File: config.mk
export PLATFORM = sky130hd
export DESIGN_NAME = bc_control_sequencer
export DESIGN_NICKNAME = d
export VERILOG_FILES = /design/src/rtl/bc_control_sequencer.sv
export SDC_FILE = /design/constraint.sdc
export NUM_CORES = 1
export LEC_CHECK = 0
export CAP_MARGIN = 25
export CORE_MARGIN = 2
export CORE_UTILIZATION = 40
export DETAILED_ROUTE_END_ITERATION = 7
export DONT_BUFFER_PORTS = 1
export GPL_ROUTABILITY_DRIVEN = 0
export PLACE_DENSITY = 0.65
export SYNTH_ARGS = -nofsm -noshare
export SYNTH_HDL_FRONTEND = slang
export SYNTH_SLANG_ARGS = --single-unit
export TNS_END_PERCENT = 30
File: constraint.sdc
create_clock -name clk -period 5.6 [get_ports clk]
set_input_delay 0.56 -clock clk [delete_from_list [all_inputs] [get_ports clk]]
set_output_delay 0.56 -clock clk [all_outputs]
set_load 0.01 [all_outputs]
File: src/rtl/bc_control_sequencer.sv
// Control sequencer for the 16-bit basic computer.
// Holds the timing counter SC and the HALTED flag; every other output is a
// combinational decode of SC, IR, the returned status flags and HALTED.
module bc_control_sequencer #(
    parameter int WIDTH = 16
) (
    input  logic             clk,
    input  logic             rst_n,
    input  logic [WIDTH-1:0] IR,
    input  logic             AC_MSB,
    input  logic             AC_Z,
    input  logic             DR_Z,
    input  logic             E,
    output logic [2:0]       SC,
    output logic             HALTED,
    output logic [2:0]       BUS_SEL,
    output logic             LD_AR,
    output logic             INC_AR,
    output logic             LD_PC,
    output logic             INC_PC,
    output logic             LD_DR,
    output logic             INC_DR,
    output logic             LD_AC,
    output logic             INC_AC,
    output logic             CLR_AC,
    output logic             LD_IR,
    output logic             MEM_RD,
    output logic             MEM_WR,
    output logic [2:0]       OPSEL,
    output logic             E_LD,
    output logic             CLR_E,
    output logic             CMP_E
);

    // Timing states
    localparam logic [2:0] T0 = 3'd0;
    localparam logic [2:0] T1 = 3'd1;
    localparam logic [2:0] T2 = 3'd2;
    localparam logic [2:0] T3 = 3'd3;
    localparam logic [2:0] T4 = 3'd4;
    localparam logic [2:0] T5 = 3'd5;
    localparam logic [2:0] T6 = 3'd6;

    // Memory-reference opcodes
    localparam logic [2:0] OP_AND = 3'd0;
    localparam logic [2:0] OP_ADD = 3'd1;
    localparam logic [2:0] OP_LDA = 3'd2;
    localparam logic [2:0] OP_STA = 3'd3;
    localparam logic [2:0] OP_BUN = 3'd4;
    localparam logic [2:0] OP_BSA = 3'd5;
    localparam logic [2:0] OP_ISZ = 3'd6;

    // Bus sources
    localparam logic [2:0] BUS_NONE = 3'd0;
    localparam logic [2:0] BUS_AR   = 3'd1;
    localparam logic [2:0] BUS_PC   = 3'd2;
    localparam logic [2:0] BUS_DR   = 3'd3;
    localparam logic [2:0] BUS_AC   = 3'd4;
    localparam logic [2:0] BUS_IR   = 3'd5;
    localparam logic [2:0] BUS_MEM  = 3'd7;

    // ALU selects
    localparam logic [2:0] ALU_ADD = 3'b000;
    localparam logic [2:0] ALU_AND = 3'b001;
    localparam logic [2:0] ALU_DR  = 3'b010;
    localparam logic [2:0] ALU_CMA = 3'b011;
    localparam logic [2:0] ALU_SHR = 3'b100;
    localparam logic [2:0] ALU_SHL = 3'b101;
    localparam logic [2:0] ALU_NOP = 3'b111;

    logic [2:0] sc_r;
    logic       halted_r;
    logic [2:0] sc_nxt_s;
    logic       halt_nxt_s;
    logic [2:0] opcode_s;
    logic       i_bit_s;
    logic       mem_ref_s;

    assign opcode_s  = IR[14:12];
    assign i_bit_s   = IR[WIDTH-1];
    assign mem_ref_s = (opcode_s != 3'd7);
    assign SC        = sc_r;
    assign HALTED    = halted_r;

    // Decode the current timing step into strobes and the next SC/HALTED value
    always_comb begin
        sc_nxt_s   = sc_r + 3'd1;
        halt_nxt_s = halted_r;
        BUS_SEL    = BUS_NONE;
        LD_AR      = 1'b0;
        INC_AR     = 1'b0;
        LD_PC      = 1'b0;
        INC_PC     = 1'b0;
        LD_DR      = 1'b0;
        INC_DR     = 1'b0;
        LD_AC      = 1'b0;
        INC_AC     = 1'b0;
        CLR_AC     = 1'b0;
        LD_IR      = 1'b0;
        MEM_RD     = 1'b0;
        MEM_WR     = 1'b0;
        OPSEL      = ALU_NOP;
        E_LD       = 1'b0;
        CLR_E      = 1'b0;
        CMP_E      = 1'b0;
        if (!rst_n) begin
            sc_nxt_s = T0;
        end else if (halted_r) begin
            // Frozen until reset; outputs stay at their defaults
            sc_nxt_s = sc_r;
        end else begin
            case (sc_r)
                T0: begin
                    BUS_SEL = BUS_PC;
                    LD_AR   = 1'b1;
                end
                T1: begin
                    BUS_SEL = BUS_MEM;
                    MEM_RD  = 1'b1;
                    LD_IR   = 1'b1;
                    INC_PC  = 1'b1;
                end
                T2: begin
                    BUS_SEL = BUS_IR;
                    LD_AR   = 1'b1;
                end
                T3: begin
                    if (mem_ref_s) begin
                        if (i_bit_s) begin
                            // Indirect: replace AR with the pointer word
                            BUS_SEL = BUS_MEM;
                            MEM_RD  = 1'b1;
                            LD_AR   = 1'b1;
                        end else begin
                            BUS_SEL = BUS_NONE;
                        end
                    end else begin
                        sc_nxt_s = T0;
                        if (!i_bit_s) begin
                            // Register reference: only the highest set bit acts
                            casez (IR[11:0])
                                12'b1???_????_????: CLR_AC = 1'b1;
                                12'b01??_????_????: CLR_E  = 1'b1;
                                12'b001?_????_????: begin
                                    OPSEL = ALU_CMA;
                                    LD_AC = 1'b1;
                                end
                                12'b0001_????_????: CMP_E = 1'b1;
                                12'b0000_1???_????: begin
                                    OPSEL = ALU_SHR;
                                    LD_AC = 1'b1;
                                    E_LD  = 1'b1;
                                end
                                12'b0000_01??_????: begin
                                    OPSEL = ALU_SHL;
                                    LD_AC = 1'b1;
                                    E_LD  = 1'b1;
                                end
                                12'b0000_001?_????: INC_AC = 1'b1;
                                12'b0000_0001_????: INC_PC = ~AC_MSB;
                                12'b0000_0000_1???: INC_PC = AC_MSB;
                                12'b0000_0000_01??: INC_PC = AC_Z;
                                12'b0000_0000_001?: INC_PC = ~E;
                                12'b0000_0000_0001: begin
                                    // HLT keeps SC at T3 while stopped
                                    halt_nxt_s = 1'b1;
                                    sc_nxt_s   = sc_r;
                                end
                                default: INC_PC = 1'b0;
                            endcase
                        end else begin
                            // I/O group is a no-op here
                            BUS_SEL = BUS_NONE;
                        end
                    end
                end
                T4: begin
                    case (opcode_s)
                        OP_AND, OP_ADD, OP_LDA, OP_ISZ: begin
                            BUS_SEL = BUS_MEM;
                            MEM_RD  = 1'b1;
                            LD_DR   = 1'b1;
                        end
                        OP_STA: begin
                            BUS_SEL  = BUS_AC;
                            MEM_WR   = 1'b1;
                            sc_nxt_s = T0;
                        end
                        OP_BUN: begin
                            BUS_SEL  = BUS_AR;
                            LD_PC    = 1'b1;
                            sc_nxt_s = T0;
                        end
                        OP_BSA: begin
                            BUS_SEL = BUS_PC;
                            MEM_WR  = 1'b1;
                            INC_AR  = 1'b1;
                        end
                        default: sc_nxt_s = T0;
                    endcase
                end
                T5: begin
                    sc_nxt_s = T0;
                    case (opcode_s)
                        OP_AND: begin
                            OPSEL = ALU_AND;
                            LD_AC = 1'b1;
                        end
                        OP_ADD: begin
                            OPSEL = ALU_ADD;
                            LD_AC = 1'b1;
                            E_LD  = 1'b1;
                        end
                        OP_LDA: begin
                            OPSEL = ALU_DR;
                            LD_AC = 1'b1;
                        end
                        OP_BSA: begin
                            BUS_SEL = BUS_AR;
                            LD_PC   = 1'b1;
                        end
                        OP_ISZ: begin
                            INC_DR   = 1'b1;
                            sc_nxt_s = T6;
                        end
                        default: sc_nxt_s = T0;
                    endcase
                end
                T6: begin
                    sc_nxt_s = T0;
                    if (opcode_s == OP_ISZ) begin
                        BUS_SEL = BUS_DR;
                        MEM_WR  = 1'b1;
                        INC_PC  = DR_Z;
                    end else begin
                        BUS_SEL = BUS_NONE;
                    end
                end
                default: sc_nxt_s = T0;
            endcase
        end
    end

    // Timing counter and halt flag, synchronous active-low reset
    always_ff @(posedge clk) begin
        if (!rst_n) begin
            sc_r     <= T0;
            halted_r <= 1'b0;
        end else begin
            sc_r     <= sc_nxt_s;
            halted_r <= halt_nxt_s;
        end
    end

endmodule
==> metrics.md, run 1 <==
| Metric | Value |
|---|---|
| Setup violators final | `0` |
| Post-synth EDFFs | `0` |
| Share of cells above drive strength 1 | `0.107` |
| Horiz. Die Dim | `50.8 µm` |
| Cell Area, Synth | `about 900 µm²` |
| Status | `complete, no violations` |
| Ys Warns | `0` |
| Synthesized instance count | `123` |
| FFs w/ async S/R, synth | `0` |
| Register area | `roughly 80 µm²` |
| Area Growth Syn to Fin | `2.00%` |
| Fillers | `221` |
| Unique masters post-synth | `44` |
| Leak Pwr | `0.358 nW` |
| Total power | `265 µW` |
| CTS buffer count | `3` |
| Drt first pass iters | `4` |
| First-pass GRT wire length | `roughly 3800 µm` |
| Vias in the first global route | `861` |
| Port Buffer Count | `0` |
| Detail Route Antenna Nets | `0` |
| Critical Path AT | `between 2 and 2.5 ns` |
| Core area | `2020 µm²` |
| Worst Path Max Fanout | `10` |
| TritonCTS clock tree | `done` |
| Worst-path clk slew | `0.03 ns` |
| RSZ-0062 raised after global routing | `false` |
| GRT Util Overall | `0.190` |
| Post-CTS Resized | `0` |
| Setup crit start kind | `register` |
| Initial antenna violation count | `0` |
| Worst path required time | `5.04 ns` |
| Worst VDD drop | `0.000208 V` |
| Die extent in y | `50.8 µm` |
| Most frequent cells in the layout | `13 x nor2_1, 12 x nand2_1, 9 x ha_1` |
| Mapped Nets | `about 150` |
| Iter 0 DRT Violations | `16` |
| Setup TNS | `0 ns` |
| Clock root buffer | `clkbuf_4` |
| Maximum number of pins on one net before global-route repair | `15` |
| Critical path type | `reg -> out` |
| CP peak stage delay | `0.50 ns` |
| Fin Clk Skew | `0.00375 ns` |
| Sequential-to-total area share from yosys stat | `0.0916` |
| # DRC | `0` |
| Pwr Density | `297 nW/µm²` |
| Die area | `2580 µm²` |
| WP buf/inv | `0` |
| Via count | `903` |
| CTS Buffer Depth | `2` |
| Clk sink count | `4` |
| CP dominant cell by count | `ha_1` |
| Final count of hold timing violations | `0` |
| Synthesis-stage register bit count | `4` |
| Max_slew headroom | `0.546` |
| Via density | `6.10` |
| Commonest non-fill, non-tap cell in the layout | `nor2_1` |
| Clk_lat worst skew | `~0.24 ns` |
| Most used DFF post-synth | `dfxtp_1` |
| Setup bufs post-CTS | `0` |
| Hold_ws | `roughly 0.45 ns` |
| CP endpoint kind | `primary output` |
| Crit-path cells | `ha_1, ha_1, and4b_4, and4bb_1, o21ai_0, a31oi_1` |
| GR Overflow Total | `0` |
| Final count of pins violating max slew | `0` |
| Max_cap viols | `0` |
| Htree depth | `1` |
| Final Critical Period | `2.95 ns` |
| Routed len/inst | `15.4 µm` |
| Fmax | `340 MHz` |
| Hold Crit Class | `in -> reg` |
| Slew @ Worst Pin | `0.673 ns` |
| Starting density of the core | `0.433` |
| Critical path's slowest cell | `dfxtp_1` |
| Rows | `16` |
| Area of the multi-input gates | `726 µm²` |
| # IOs | `47` |
| Period Utilization, post-route | `0.526` |
| CP delay by family, top | `adder cells` |
| Final wirelength | `2280 µm` |
| Mapped Avg Cell Area | `7.11 µm²` |
| Cts hold-fix bufs | `0` |
| Hpwl dp | `between 1500 and 2000 µm` |
| Final net count | `around 150` |
| Ant diodes | `0` |
state kept, by name, summed over array words and instances (netlist names):
| name | count |
|---|---|
| SC | 3 |
| HALTED | 1 |
metrics by stage:
step | instance area, µm² | cells | util | setup WS [ns]
floorplan | 875 | 123 | - | 3.26
CTS | 892 | 148 | 0.441 | 2.67
finish | 892 | 148 | 0.441 | 2.65
detailed placement | 870 | 145 | 0.430 | 2.94
global placement | 870 | 145 | 0.430 | 3.00
global route | 892 | 148 | 0.441 | 2.49
kinds of logic (layout without fill, tap and decap cells):
kind of cell / count (synthesis) / count (layout) / synth area share
adders and majority gates: 9 / 9 / 0.129
muxes: 1 / 1 / 0.0114
buffers and inverters: 13 / 11 / 0.0787
AOI/OAI and AO/OA: 38 / 38 / 0.315
DFF: 4 / 4 / 0.0916
and+or+nand+nor: 58 / 58 / 0.375
synth_stat cells (all sizes together) (4+ instances only):
cell type   n  area share
nor2       13       0.056
nand2      12       0.051
ha          9        0.13
inv         8       0.034
a21oi       7       0.040
and2        6       0.046
nor2b       6       0.043
clkbuf      5       0.044
o21ai       5       0.029
dfxtp       4       0.092
routing by layer:
metal	up-vias	global-route usage	part of all wire
met5	-	0	0
met4	0	0.0541	0.011
met3	4	0.0774	0.11
met2	46	0.309	0.46
met1	401	0.228	0.41
li1	452	-	-
worst paths after layout:
check | start | end | slack (ns) | depth (start not counted)
hold reg to reg | SC[0]$_SDFFE_PN0P_ | SC[0]$_SDFFE_PN0P_ | 0.57 | 2
hold / removal | rst_n | HALTED$_SDFF_PN0_ | 0.45 | 1
setup reg to reg | SC[2]$_SDFFE_PN0P_ | SC[0]$_SDFFE_PN0P_ | 3.13 | 7
setup / recovery | SC[1]$_SDFFE_PN0P_ | INC_PC | 2.65 | 6
layout make-up:
| class | count | share of cell area |
|---|---|---|
| Clock buffer | 3 | 0.0252 |
| Tap cell | 27 | 0.0379 |
| Inverter | 8 | 0.0337 |
| Sequential cell | 4 | 0.0898 |
| Multi-Input combinational cell | 106 | 0.813 |
report_power, final:
part / switching, mW / internal, mW / total [mW]
logic: 0.0982 / 0.0688 / 0.167
clock network: 0.0131 / 0.0240 / 0.0371
registers: 0.0234 / 0.0373 / 0.0607
total: 0.135 / 0.130 / 0.265
No activity file was read; power rests on OpenSTA's default activity.
==> run 2: changes to the inputs <==
Clock period 5.6 ns to 2.9 ns, I/O delays scaled along.
==> metrics.md, run 2 (synthesized netlist as in run 1, its figures left out) <==
| Metric | Value |
|---|---|
| Die extent in y | `50.8 µm (unchanged)` |
| GR Overflow Total | `0 (unchanged)` |
| Status | `complete, no violations` |
| Hold Crit Class | `in -> reg` |
| Post-CTS Resized | `0 (unchanged)` |
| Horiz. Die Dim | `50.8 µm (unchanged)` |
| Worst-path clk slew | `0.03 ns (about the same)` |
| CP endpoint kind | `primary output` |
| Vias in the first global route | `950 (+10%)` |
| Final net count | `155 (+0.65%)` |
| Initial antenna violation count | `0 (unchanged)` |
| Maximum number of pins on one net before global-route repair | `14 (-1)` |
| Met1 Track Usage GR | `0.238 (+0.00976)` |
| Critical path type | `reg -> out` |
| Worst VDD drop | `0.000367 V (+76%)` |
| Non-filler instance count after layout | `149 (+0.68%)` |
| Hold_ws | `0.193 ns (-0.262 ns)` |
| Ant diodes | `0 (unchanged)` |
| Max_cap viols | `0 (unchanged)` |
| Die area | `2580 µm² (unchanged)` |
| Hold path start | `rst_n` |
| Share of cells above drive strength 1 | `0.115 (+0.00732)` |
| Clock root buffer | `clkbuf_4` |
| Hold depth | `1 (unchanged)` |
| Port Buffer Count | `0 (unchanged)` |
| Total power | `514 µW (+94%)` |
| Most frequent cells in the layout | `13 x nor2_1, 12 x nand2_1, 9 x ha_1` |
| Detail Route Antenna Nets | `0 (unchanged)` |
| Cts hold-fix bufs | `0 (unchanged)` |
| Setup violators final | `0 (unchanged)` |
| Critical R2R Launch | `SC[1]$_SDFFE_PN0P_` |
| Worst Path Max Fanout | `10 (unchanged)` |
| Fin area | `900 µm² (+0.84%)` |
| Final count of hold timing violations | `0 (unchanged)` |
| Area Growth Syn to Fin | `2.86%` |
| First-pass GRT wire length | `4010 µm (+5.6%)` |
| Pwr Density | `572 nW/µm² (+93%)` |
| GR Util met3 | `0.0565 (-0.0208)` |
| Setup crit start kind | `register` |
| Leak Pwr | `0.363 nW (+1.5%)` |
| Starting density of the core | `0.433 (unchanged)` |
| Critical Path AT | `2.36 ns (-0.03 ns)` |
| Slew @ Worst Pin | `0.648 ns (-0.0248 ns)` |
| RSZ-0062 raised after global routing | `false` |
| Setup bufs post-CTS | `0 (unchanged)` |
| Via count | `923 (+2.2%)` |
| Final Critical Period | `around 2.7 ns` |
| Most Crowded Layer GR | `met2` |
| Drt first pass iters | `4 (unchanged)` |
| Period Utilization, post-route | `0.915` |
| Max_slew headroom | `0.562 (+0.0167)` |
| Worst path required time | `2.61 ns (-2.43 ns)` |
| Hpwl dp | `1820 µm (-0.25%)` |
| Worst R2R End | `SC[0]$_SDFFE_PN0P_` |
| # IOs | `47 (unchanged)` |
| Core area | `2020 µm² (unchanged)` |
| CTS buffer count | `3 (unchanged)` |
| Final wirelength | `2280 µm (+0.13%)` |
| TritonCTS clock tree | `done` |
| Clk sink count | `4 (unchanged)` |
| Reg2reg setup slack | `0.71 ns (-2.42 ns)` |
| Rows | `16 (unchanged)` |
| GRT Util Overall | `0.194 (+0.00395)` |
| Hold path endpoint | `HALTED$_SDFF_PN0_` |
| Max FFs per register | `3 (unchanged)` |
| Global routing usage on met2 | `0.340 (+0.0307)` |
| Area after DPL | `877 µm² (+0.86%)` |
| R2R depth | `7 (unchanged)` |
| Via density | `6.19 (+1.5%)` |
| Number of instances in the placed design | `146 (+0.69%)` |
| CTS Buffer Depth | `2 (unchanged)` |
| Iter 0 DRT Violations | `19 (+3)` |
| # DRC | `0 (unchanged)` |
| Clk_lat worst skew | `0.23 ns (about the same)` |
| Htree depth | `1 (unchanged)` |
| Routed len/inst | `15.3 µm (-0.54%)` |
| Commonest non-fill, non-tap cell in the layout | `nor2_1` |
| Setup TNS | `0 ns (unchanged)` |
| Fin Clk Skew | `0.00242 ns (-0.00133 ns)` |
| Final count of pins violating max slew | `0 (unchanged)` |
| Fmax | `377 MHz` |
[run 2: cell types whose count changed in the layout (fill, tap and decap cells not counted), sizes merged]
cell	before	now
buf	0	1
[run 2: through the flow]
stage	utilization	setup WS, ns
after floorplan	-	0.840
after global placement	0.434	0.590
after detailed placement	0.434	0.507
after CTS	0.445	0.254
after global routing	0.445	0.0634
final	0.445	0.246
[run 2: worst max-delay path: stages (launching register included)]
cell and delay [ns]:
dfxtp_1 0.50, ha_1 0.21, ha_1 0.36, and4b_4 0.31, and4bb_1 0.26, o21ai_0 0.16, a31oi_1 0.33
[run 2: layer usage]
metal,part of all wire,vias up
met5,0,-
met4,0,0
met3,0.096,0
met2,0.46,45
met1,0.44,424
li1,-,454
[run 2: layout make-up]
cell class,instances,area [µm²]
Tap cell,27,33.8
Fill cell,219,1120
Timing Repair Buffer,1,7.51
Clock buffer,3,22.5
Sequential cell,4,80.1
Inverter,8,30.0
Multi-Input combinational cell,106,726
[run 2: power by group]
group / internal (mW) / total, mW / switching, mW
Sequential: 0.0721 / 0.102 / 0.0301
Combinational: 0.138 / 0.344 / 0.206
Clock: 0.0463 / 0.0685 / 0.0223
[run 2: how the worst max path moves through the flow]
stage	startpoint	to	slack, ns	depth (start not counted)
final	SC[1]$_SDFFE_PN0P_	INC_PC	0.25	6
after global routing	SC[1]$_SDFFE_PN0P_	INC_PC	0.06	6
after CTS	SC[1]$_SDFFE_PN0P_	INC_PC	0.25	6
after detailed placement	SC[1]$_SDFFE_PN0P_	INC_PC	0.51	6
after global placement	SC[1]$_SDFFE_PN0P_	INC_PC	0.59	6
after floorplan	SC[1]$_SDFFE_PN0P_	INC_PC	0.84	7
==> run 3: changes to the inputs <==
==> constraint.sdc (replaced) <==
create_clock -name clk -period 2.9 [get_ports clk]
set_input_delay 0.29 -clock clk [delete_from_list [all_inputs] [get_ports clk]]
set_output_delay 0.29 -clock clk [all_outputs]
set_load 0.1 [all_outputs]
==> metrics.md, run 3 (synthesized netlist as in run 1, its figures left out) <==
| Metric | Value |
|---|---|
| Status | `complete, no violations` |
| Final net count | `181 (+17%)` |
| Met3 Wirelength | `160 µm (-27%)` |
| Port Buffer Count | `0 (unchanged)` |
| Ant diodes | `0 (unchanged)` |
| Htree depth | `1 (unchanged)` |
| Final count of pins violating max slew | `0 (unchanged)` |
| CP endpoint kind | `primary output` |
| GRT Util Overall | `0.211 (+0.0171)` |
| Drt first pass iters | `4 (unchanged)` |
| CTS buffer count | `3 (unchanged)` |
| TritonCTS clock tree | `done` |
| Number of instances in the placed design | `172 (+18%)` |
| Cts hold-fix bufs | `0 (unchanged)` |
| Initial antenna violation count | `0 (unchanged)` |
| Starting density of the core | `0.433 (unchanged)` |
| Worst VDD drop | `0.000497 V (+36%)` |
| First-pass GRT wire length | `4280 µm (+6.9%)` |
| Hpwl dp | `2200 µm (+21%)` |
| Post-CTS Resized | `0 (unchanged)` |
| Via count | `1018 (+10%)` |
| Non-filler instance count after layout | `175 (+17%)` |
| Commonest non-fill, non-tap cell in the layout | `buf_4` |
| Fin area | `1310 µm² (+46%)` |
| Period Utilization, post-route | `0.899 (-0.0160)` |
| # IOs | `47 (unchanged)` |
| Clock power share | `0.060 (-0.073)` |
| DRT met1 WL | `1020 µm (+1.1%)` |
| Sw Pwr | `766 µW (+200%)` |
| CTS Buffer Depth | `2 (unchanged)` |
| Max_cap viols | `0 (unchanged)` |
| Switching share of power | `0.648 (+0.146)` |
| Critical Path AT | `2.32 ns (-0.04 ns)` |
| RSZ-0062 raised after global routing | `false` |
| Max FFs per register | `3 (unchanged)` |
| Worst Path Max Fanout | `10 (unchanged)` |
| Area Growth Syn to Fin | `49.8%` |
| Horiz. Die Dim | `50.8 µm (unchanged)` |
| Total power | `1.18 mW (+130%)` |
| Int Power | `416 µW (+63%)` |
| Logic pwr share | `0.858 (+0.190)` |
| Die area | `2580 µm² (unchanged)` |
| Setup crit start kind | `register` |
| Sequential power share | `0.083 (-0.116)` |
| Final wirelength | `2610 µm (+14%)` |
| Worst-path clk slew | `0.04 ns (about the same)` |
| Hold_ws | `0.189 ns (-0.00455 ns)` |
| Slew @ Worst Pin | `0.564 ns (-0.0841 ns)` |
| Critical path type | `reg -> out` |
| Die extent in y | `50.8 µm (unchanged)` |
| Worst path required time | `2.61 ns (about the same)` |
| Uppermost routed layer | `met4` |
| Clk sink count | `4 (unchanged)` |
| Iter 0 DRT Violations | `16 (-3)` |
| Final count of hold timing violations | `0 (unchanged)` |
| # DRC | `0 (unchanged)` |
| Maximum number of pins on one net before global-route repair | `14 (unchanged)` |
| Routed len/inst | `14.9 µm (-2.9%)` |
| Met2 wire len | `1360 µm (+29%)` |
| Clk_lat worst skew | `0.24 ns (about the same)` |
| Detail Route Antenna Nets | `0 (unchanged)` |
| Share of cells above drive strength 1 | `0.378 (+0.264)` |
| GR Overflow Total | `0 (unchanged)` |
| Pwr Density | `903 nW/µm² (+58%)` |
| Rows | `16 (unchanged)` |
| Area after DPL | `1290 µm² (+47%)` |
| Setup violators final | `0 (unchanged)` |
| Via density | `5.82 (-6.1%)` |
| Clock root buffer | `clkbuf_4` |
| Setup bufs post-CTS | `0 (unchanged)` |
| Most frequent cells in the layout | `18 x buf_4, 12 x nand2_1, 9 x nor2_1, 9 x ha_1` |
| Leak Pwr | `0.539 nW (+48%)` |
| Vias in the first global route | `1058 (+11%)` |
| Hold Crit Class | `in -> reg` |
| Max_slew headroom | `0.620 (+0.0581)` |
| Fmax | `384 MHz (+1.8%)` |
| Core area | `2020 µm² (unchanged)` |
| Fin Clk Skew | `0.000137 ns (-0.00228 ns)` |
| Final Critical Period | `2.61 ns (-0.0465 ns)` |
## run 3: cell count changes in the layout (fill, tap and decap cells not counted), sizes merged
| cell | before | now |
|---|---|---|
| clkbuf | 3 | 4 |
| buf | 1 | 26 |
## run 3: through the flow
stage          setup WS, ns  setup TNS [ns]  utilization
6_report              0.293               0        0.648
5_1_grt               0.147               0        0.648
4_1_cts               0.296               0        0.648
3_5_place_dp          0.560               0        0.637
3_3_place_gp          0.614               0        0.637
2_1_floorplan        -0.152          -0.152            -
## run 3: final timing paths
kind	cells after the start	endpoint	slack, ns	start
min	1	HALTED$_SDFF_PN0_	0.19	rst_n
max	7	INC_PC	0.29	SC[1]$_SDFFE_PN0P_
min reg2reg	3	SC[0]$_SDFFE_PN0P_	0.76	SC[0]$_SDFFE_PN0P_
max reg2reg	7	SC[1]$_SDFFE_PN0P_	0.75	SC[1]$_SDFFE_PN0P_
## run 3: routing by layer
layer  vias up  GRT usage
li1        506          -
met1       465      0.217
met2        39      0.397
met3         8     0.0506
met4         0     0.0946
met5         -          0
## run 3: layout make-up
class / count / area, µm²
Multi-Input combinational cell: 106 / 820
Timing Repair Buffer: 27 / 320
Tap cell: 27 / 33.8
Sequential cell: 4 / 83.8
Inverter: 8 / 30.0
Clock buffer: 3 / 22.5
Fill cell: 174 / 712
## run 3: critical path: stages (launching register included)
cell and delay (ns):
dfxtp_2 0.39, ha_1 0.18, ha_1 0.34, and4b_4 0.30, and4bb_1 0.29, o21ai_0 0.17, a31oi_4 0.21, buf_12 0.19
## run 3: power by group through the flow
stage / Sequential [mW] / Combinational, mW / Clock [mW]
6_report: 0.0979 / 1.01 / 0.0705
5_1_grt: 0.0995 / 1.06 / 0.0755
4_1_cts: 0.0973 / 1.01 / 0.0719
3_5_place_dp: 0.0975 / 1.01 / 0
3_3_place_gp: 0.0949 / 1.00 / 0
2_1_floorplan: 0.218 / 0.672 / 0
